[config.mk]
export PLATFORM = sky130hd
export DESIGN_NAME = imem_loader_flat
export DESIGN_NICKNAME = d
export VERILOG_FILES = /design/src/rtl/imem_loader_if.sv /design/src/rtl/imem_loader.sv /design/src/flat_wrapper.sv
export SDC_FILE = /design/constraint.sdc
export NUM_CORES = 1
export LEC_CHECK = 0
export CAP_MARGIN = 25
export CORE_MARGIN = 2
export CORE_UTILIZATION = 44
export DETAILED_ROUTE_END_ITERATION = 8
export MAX_ROUTING_LAYER = met4
export PLACE_DENSITY = 0.8
export REMOVE_ABC_BUFFERS = 1
export SETUP_SLACK_MARGIN = 0.4
export SLEW_MARGIN = 10
export SYNTH_ARGS = -nofsm -noshare
export SYNTH_HDL_FRONTEND = slang
export SYNTH_SLANG_ARGS = --single-unit
[constraint.sdc]
create_clock -name clkin -period 3.2 [get_ports clkin]
set_clock_uncertainty 0.15 [all_clocks]
set_input_delay 0.64 -clock clkin [delete_from_list [all_inputs] [get_ports clkin]]
set_output_delay 0.64 -clock clkin [all_outputs]
set_load 0.005 [all_outputs]
[src/rtl/imem_loader_if.sv]
// Byte-stream handshake from the host link plus the instruction-memory write port.
// Latency: none (pure signal bundle).
// Backpressure: rx_ready from the loader side throttles the byte source.
interface imem_loader_if #(
  parameter int ADDR_W = 7
) ();
  logic [7:0]        rx_data;
  logic              rx_valid;
  logic              rx_ready;
  logic              imem_we;
  logic [ADDR_W-1:0] imem_addr;
  logic [31:0]       imem_wdata;

  // Byte source / memory observer side
  modport master (
    output rx_data, rx_valid,
    input  rx_ready, imem_we, imem_addr, imem_wdata
  );

  // Loader side
  modport slave (
    input  rx_data, rx_valid,
    output rx_ready, imem_we, imem_addr, imem_wdata
  );
endinterface

[src/rtl/imem_loader.sv]
// Boot loader: 16-bit BE word count then N BE 32-bit words written to imem from address 0.
// Latency: write strobe the cycle after a word's 4th byte; CPU released the edge after the last write.
// Backpressure: rx_ready drops for the one-cycle WRITE state and stays low in DONE/ERR.
module imem_loader #(
  parameter int ADDR_W = 7,
  parameter int DEPTH  = 128  // must equal 2**ADDR_W
) (
  input  logic          clkin,
  input  logic          reset,
  imem_loader_if.slave  bus,
  input  logic          load_req,
  output logic          cpu_reset,
  output logic          busy,
  output logic          done,
  output logic          err
);

  typedef enum logic [2:0] {
    S_HDR_HI,
    S_HDR_LO,
    S_DATA,
    S_WRITE,
    S_DONE,
    S_ERR
  } state_t;

  state_t            state_q, state_d;
  logic [15:0]       count_q, count_d;
  logic [23:0]       shift_q, shift_d;
  logic [1:0]        byte_cnt_q, byte_cnt_d;
  logic [ADDR_W-1:0] word_cnt_q, word_cnt_d;

  logic              imem_we_q, imem_we_d;
  logic [ADDR_W-1:0] imem_addr_q, imem_addr_d;
  logic [31:0]       imem_wdata_q, imem_wdata_d;
  logic              cpu_reset_q, cpu_reset_d;
  logic              busy_q, busy_d;
  logic              done_q, done_d;
  logic              err_q, err_d;

  logic              xfer;
  logic [15:0]       hdr_count;
  logic              last_word;

  // Ready only in byte-consuming states; forced low while reset is held
  assign bus.rx_ready = !reset &&
                        ((state_q == S_HDR_HI) || (state_q == S_HDR_LO) || (state_q == S_DATA));
  assign xfer      = bus.rx_valid && bus.rx_ready;
  // Full count as it will be once the low byte lands
  assign hdr_count = {count_q[15:8], bus.rx_data};
  // Word counter is compared against N-1; N>=1 is guaranteed once in DATA/WRITE
  assign last_word = (16'(word_cnt_q) == (count_q - 16'd1));

  // State register
  always_ff @(posedge clkin or posedge reset) begin
    if (reset) state_q <= S_HDR_HI;
    else       state_q <= state_d;
  end

  // Next-state logic
  always_comb begin
    state_d = state_q;
    case (state_q)
      S_HDR_HI: if (xfer) state_d = S_HDR_LO;
      S_HDR_LO: begin
        if (xfer) begin
          if (hdr_count == 16'd0)             state_d = S_DONE;
          else if (hdr_count > 16'(DEPTH))    state_d = S_ERR;
          else                                state_d = S_DATA;
        end
      end
      S_DATA:   if (xfer && (byte_cnt_q == 2'd3)) state_d = S_WRITE;
      S_WRITE:  state_d = last_word ? S_DONE : S_DATA;
      S_DONE,
      S_ERR:    if (load_req) state_d = S_HDR_HI;
      default:  state_d = S_HDR_HI;
    endcase
  end

  // Datapath: header capture, byte assembly and word counting
  always_comb begin
    count_d    = count_q;
    shift_d    = shift_q;
    byte_cnt_d = byte_cnt_q;
    word_cnt_d = word_cnt_q;
    case (state_q)
      S_HDR_HI: if (xfer) count_d[15:8] = bus.rx_data;
      S_HDR_LO: begin
        if (xfer) begin
          count_d[7:0] = bus.rx_data;
          word_cnt_d   = '0;
          byte_cnt_d   = '0;
        end
      end
      S_DATA: begin
        if (xfer) begin
          shift_d    = {shift_q[15:0], bus.rx_data};
          byte_cnt_d = byte_cnt_q + 2'd1;
        end
      end
      S_WRITE:  word_cnt_d = word_cnt_q + ADDR_W'(1);
      S_DONE,
      S_ERR: begin
        if (load_req) begin
          count_d    = '0;
          shift_d    = '0;
          byte_cnt_d = '0;
          word_cnt_d = '0;
        end
      end
      default: ;
    endcase
  end

  // Registered outputs derived from the state being entered
  always_comb begin
    imem_we_d    = (state_d == S_WRITE);
    imem_addr_d  = imem_addr_q;
    imem_wdata_d = imem_wdata_q;
    // Capture the word together with the 4th byte so WRITE presents it directly
    if ((state_q == S_DATA) && (state_d == S_WRITE)) begin
      imem_addr_d  = word_cnt_q;
      imem_wdata_d = {shift_q, bus.rx_data};
    end
    cpu_reset_d = (state_d != S_DONE);
    busy_d      = (state_d != S_DONE) && (state_d != S_ERR);
    done_d      = (state_d == S_DONE);
    err_d       = (state_d == S_ERR);
  end

  // Datapath and output registers
  always_ff @(posedge clkin or posedge reset) begin
    if (reset) begin
      count_q      <= '0;
      shift_q      <= '0;
      byte_cnt_q   <= '0;
      word_cnt_q   <= '0;
      imem_we_q    <= 1'b0;
      imem_addr_q  <= '0;
      imem_wdata_q <= '0;
      cpu_reset_q  <= 1'b1;
      busy_q       <= 1'b1;
      done_q       <= 1'b0;
      err_q        <= 1'b0;
    end else begin
      count_q      <= count_d;
      shift_q      <= shift_d;
      byte_cnt_q   <= byte_cnt_d;
      word_cnt_q   <= word_cnt_d;
      imem_we_q    <= imem_we_d;
      imem_addr_q  <= imem_addr_d;
      imem_wdata_q <= imem_wdata_d;
      cpu_reset_q  <= cpu_reset_d;
      busy_q       <= busy_d;
      done_q       <= done_d;
      err_q        <= err_d;
    end
  end

  assign bus.imem_we    = imem_we_q;
  assign bus.imem_addr  = imem_addr_q;
  assign bus.imem_wdata = imem_wdata_q;
  assign cpu_reset      = cpu_reset_q;
  assign busy           = busy_q;
  assign done           = done_q;
  assign err            = err_q;

endmodule

[src/flat_wrapper.sv]
// flat-port wrapper written by rule: the top's interface ports become plain ports
module imem_loader_flat 
#(
  parameter int ADDR_W = 7,
  parameter int DEPTH  = 128                         
)
  (clkin, reset, load_req, cpu_reset, busy, done, err, bus_rx_data, bus_rx_valid, bus_rx_ready, bus_imem_we, bus_imem_addr, bus_imem_wdata);
  imem_loader_if #(.ADDR_W(ADDR_W)) bus_i ();
  input  logic clkin;
  input  logic reset;
  input  logic load_req;
  output logic cpu_reset;
  output logic busy;
  output logic done;
  output logic err;
  input wire logic [$bits(bus_i.rx_data)-1:0] bus_rx_data;
  input wire logic [$bits(bus_i.rx_valid)-1:0] bus_rx_valid;
  output wire logic [$bits(bus_i.rx_ready)-1:0] bus_rx_ready;
  output wire logic [$bits(bus_i.imem_we)-1:0] bus_imem_we;
  output wire logic [$bits(bus_i.imem_addr)-1:0] bus_imem_addr;
  output wire logic [$bits(bus_i.imem_wdata)-1:0] bus_imem_wdata;
  assign bus_i.rx_data = bus_rx_data;
  assign bus_i.rx_valid = bus_rx_valid;
  assign bus_rx_ready = bus_i.rx_ready;
  assign bus_imem_we = bus_i.imem_we;
  assign bus_imem_addr = bus_i.imem_addr;
  assign bus_imem_wdata = bus_i.imem_wdata;
  imem_loader #(.ADDR_W(ADDR_W), .DEPTH(DEPTH)) u_core (.clkin(clkin), .reset(reset), .bus(bus_i), .load_req(load_req), .cpu_reset(cpu_reset), .busy(busy), .done(done), .err(err));
endmodule
==> results.sh <==
export IMPL_stdcell_count=544
export IMPL_syn_area_sq_um=4190
export IMPL_yosys_register_bits=96
export IMPL_num_nets_final=425
export IMPL_grt_first_pass_wirelength_mm=14.2
export IMPL_grt_max_degree=97
export IMPL_drv_cap=0
export IMPL_slew_headroom_pct=57.4
export IMPL_yosysMostFrequentCell="dfrtp_1"
export IMPL_synthCells=356
export IMPL_synthTopCellsByCount="dfrtp_1 (94), nand2_1 (48), mux2_1 (38)"
export IMPL_dpl_cell_count=528
export IMPL_synth_warnings=0
export IMPL_row_count=35
export IMPL_worstReg2RegStart="u_core.count_q[0]$_DFFE_PP0P_"
export IMPL_clk_latency_ns=0.36
export IMPL_die_h_um=102
export IMPL_path_class="input port to primary output"
export IMPL_slew_violations=0
export IMPL_netlist_top_cells_area="dfrtp_1 (56%), mux2_1 (10%), nand2_1 (4.3%)"
export IMPL_pin_count=57
export IMPL_p_leak_nw=2.35
export IMPL_path_clk_slew_ns=0.09
export IMPL_vias=2942
export IMPL_cp_max_fo=4
export IMPL_wl_per_cell_um=15.4
export IMPL_first_pass_iters=4
export IMPL_min_period_ns=2.69
export IMPL_power_per_cell_area_nw_per_um2=642
export IMPL_reg2regPathDepth=7
export IMPL_initial_core_util_pct=45.3
export IMPL_avgSynthCellArea_sq_um=11.8
export IMPL_core_sq_um=9240
export IMPL_worstMarginPinSlew_ns=0.633
export IMPL_arrival_ns=1.90
export IMPL_die_x_um=102
export IMPL_cp_end_kind="primary output"
export IMPL_pre_cts_slack_ns=0.264
export IMPL_setup_viol=0
export IMPL_clockRootBuffer="clkbuf_8"
export IMPL_whs_endpoint="u_core.count_q[13]$_DFFE_PP0P_"
export IMPL_cts_tree="done"
export IMPL_die_area_sq_um=10300
export IMPL_hold_class="register to register"
export IMPL_holdCritStartpoint="u_core.count_q[13]$_DFFE_PP0P_"
export IMPL_status="finished clean"
export IMPL_track_usage_pct=18.2
export IMPL_cts_made_buffers=9
export IMPL_place_gp_congestion=0.877
export IMPL_grt_antenna_before_repair=0
export IMPL_numPortBuffers=56
export IMPL_min_path_cells=2
export IMPL_synth_top_cell_by_area="dfrtp_1"
export IMPL_setup_ws_ns=0.514
export IMPL_via_per_inst=5.41
export IMPL_timing_fmax_mhz=372
export IMPL_required_ns=2.41
export IMPL_cp_start_kind="input port"
export IMPL_yosysSeqAreaShare_pct=57.4
export IMPL_clkSinkCount=96
export IMPL_fin_total_pwr_w=0.00325
export IMPL_hpwl_mm=5.83
export IMPL_r2r_end="u_core.done$_DFF_PP0_"
export IMPL_rsz0062_at_grt="no"
export IMPL_synth_top_area_share_pct=56.2
export IMPL_fin_crit_sh_pct=83.9
export IMPL_clockBufferDepth=2
export IMPL_peakVddDrop_uv=275
export IMPL_grt_ovfl_total=0
export IMPL_finalHoldViolCount=0
export IMPL_final_layout_size_suffix_gt1_share_pct=9.16
export IMPL_ys_types=59
export IMPL_drt_total_wl_mm=8.39
export IMPL_drtAntennaViolNets=0
export IMPL_drt_iter0_drc=200
export IMPL_grt_pass1_vias=2874
export IMPL_async_flop_share_pct=100
export IMPL_synth_main_ff_cell="dfrtp_1"
export IMPL_areaGrowthSynthToFinish_pct=21.0
export IMPL_synth_edf_count=0
export IMPL_htreeDepth=3
export IMPL_drc=0
export IMPL_cts_setup_buffers=0
export IMPL_fin_setup_tns_ns=0
export IMPL_fin_hold_ws_ns=0.335
export IMPL_rrSetupSlack_ns=0.61
export IMPL_antenna_cells=0
per-stage QoR:
stage	utilization (%)	instance area, sq um
floorplan	-	4080
global placement	52.7	4870
detailed placement	52.7	4870
CTS	54.8	5060
global route	54.9	5070
finish	54.9	5070
logic make-up (layout without fill, tap and decap cells):
logic type | after synthesis | in the layout | share of synthesized area (%)
muxes | 40 | 40 | 10.7
DFF | 96 | 96 | 57.4
xor gates and xnor gates | 12 | 12 | 2.51
and+or+nand+nor | 99 | 99 | 12.2
AOI/OAI and AO/OA | 78 | 78 | 13.0
adders and majority gates | 3 | 3 | 0.896
buffers and inverters | 28 | 87 | 3.32
worst max-delay path, cell delays in order:
cell and delay, ns:
clkdlybuf4s50_1 0.49, a211oi_1 0.23, clkdlybuf4s50_1 0.54
layout make-up:
type | instances | area, sq um
clock buffers | 10 | 128
clock inverters | 6 | 67.6
fillers | 806 | 4170
inverters | 9 | 35.0
multi-input cells | 232 | 1660
flip-flops and latches | 96 | 2400
well taps | 129 | 161
repair buffers | 62 | 618
cells in the final DEF, fill, tap and decap left out, types with 3 or more instances in the layout:
cell	instances
inv_1	7
o21ai_1	9
nor4_1	5
o211ai_1	3
nor2b_1	3
ha_1	3
buf_4	5
dfrtp_1	94
clkbuf_8	9
mux2_1	38
clkinv_2	3
xnor2_1	11
a21oi_1	4
nand2_1	48
a22o_1	17
o21ai_0	21
nand3_1	5
a211oi_1	3
clkdlybuf4s50_1	56
or4_1	3
nor2_1	9
flip-flops by register name, indices dropped and copies added, names as in the netlist:
register / flops
u_core.done: 1
u_core.cpu_reset: 1
u_core.count_q: 16
u_core.err: 1
u_core.bus.imem_we: 1
u_core.bus.imem_wdata: 32
u_core.byte_cnt_q: 2
u_core.state_q: 3
u_core.bus.imem_addr: 7
u_core.busy: 1
u_core.shift_q: 24
u_core.word_cnt_q: 7
per-layer routing:
layer | part of all wire [%] | vias to the layer above | global-route usage (%)
met3 | 5.5 | 13 | 3.66
met1 | 48 | 1453 | 25.1
met5 | 0 | - | -
met4 | 1.6 | 0 | 6.76
li1 | - | 1383 | -
met2 | 45 | 93 | 26.8
repair_timing:
| item | 4_1_cts | 5_1_grt |
|---|---|---|
| hold buffers | 0 | 0 |
| gates resized for setup | 0 | 1 |
| setup endpoints to repair | 0 | 3 |
power by group:
group | internal [W] | switching (W) | leakage (nW)
Sequential | 0.00138 | 0.000208 | 1.30
Combinational | 0.000369 | 0.000506 | 0.952
Clock | 0.000367 | 0.000421 | 0.0986
Total | 0.00212 | 0.00113 | 2.35
worst max path at each step:
stage               cells past startpoint            from                                   to
finish                                  3           reset                         bus_rx_ready
global route                            3           reset                         bus_rx_ready
CTS                                     3           reset                         bus_rx_ready
detailed placement                      6  bus_rx_data[2]                u_core.busy$_DFF_PP1_
global placement                        6  bus_rx_data[2]                u_core.busy$_DFF_PP1_
floorplan                               1           reset  u_core.bus.imem_addr[0]$_DFFE_PP0P_
(Power assumes the default switching activity.)
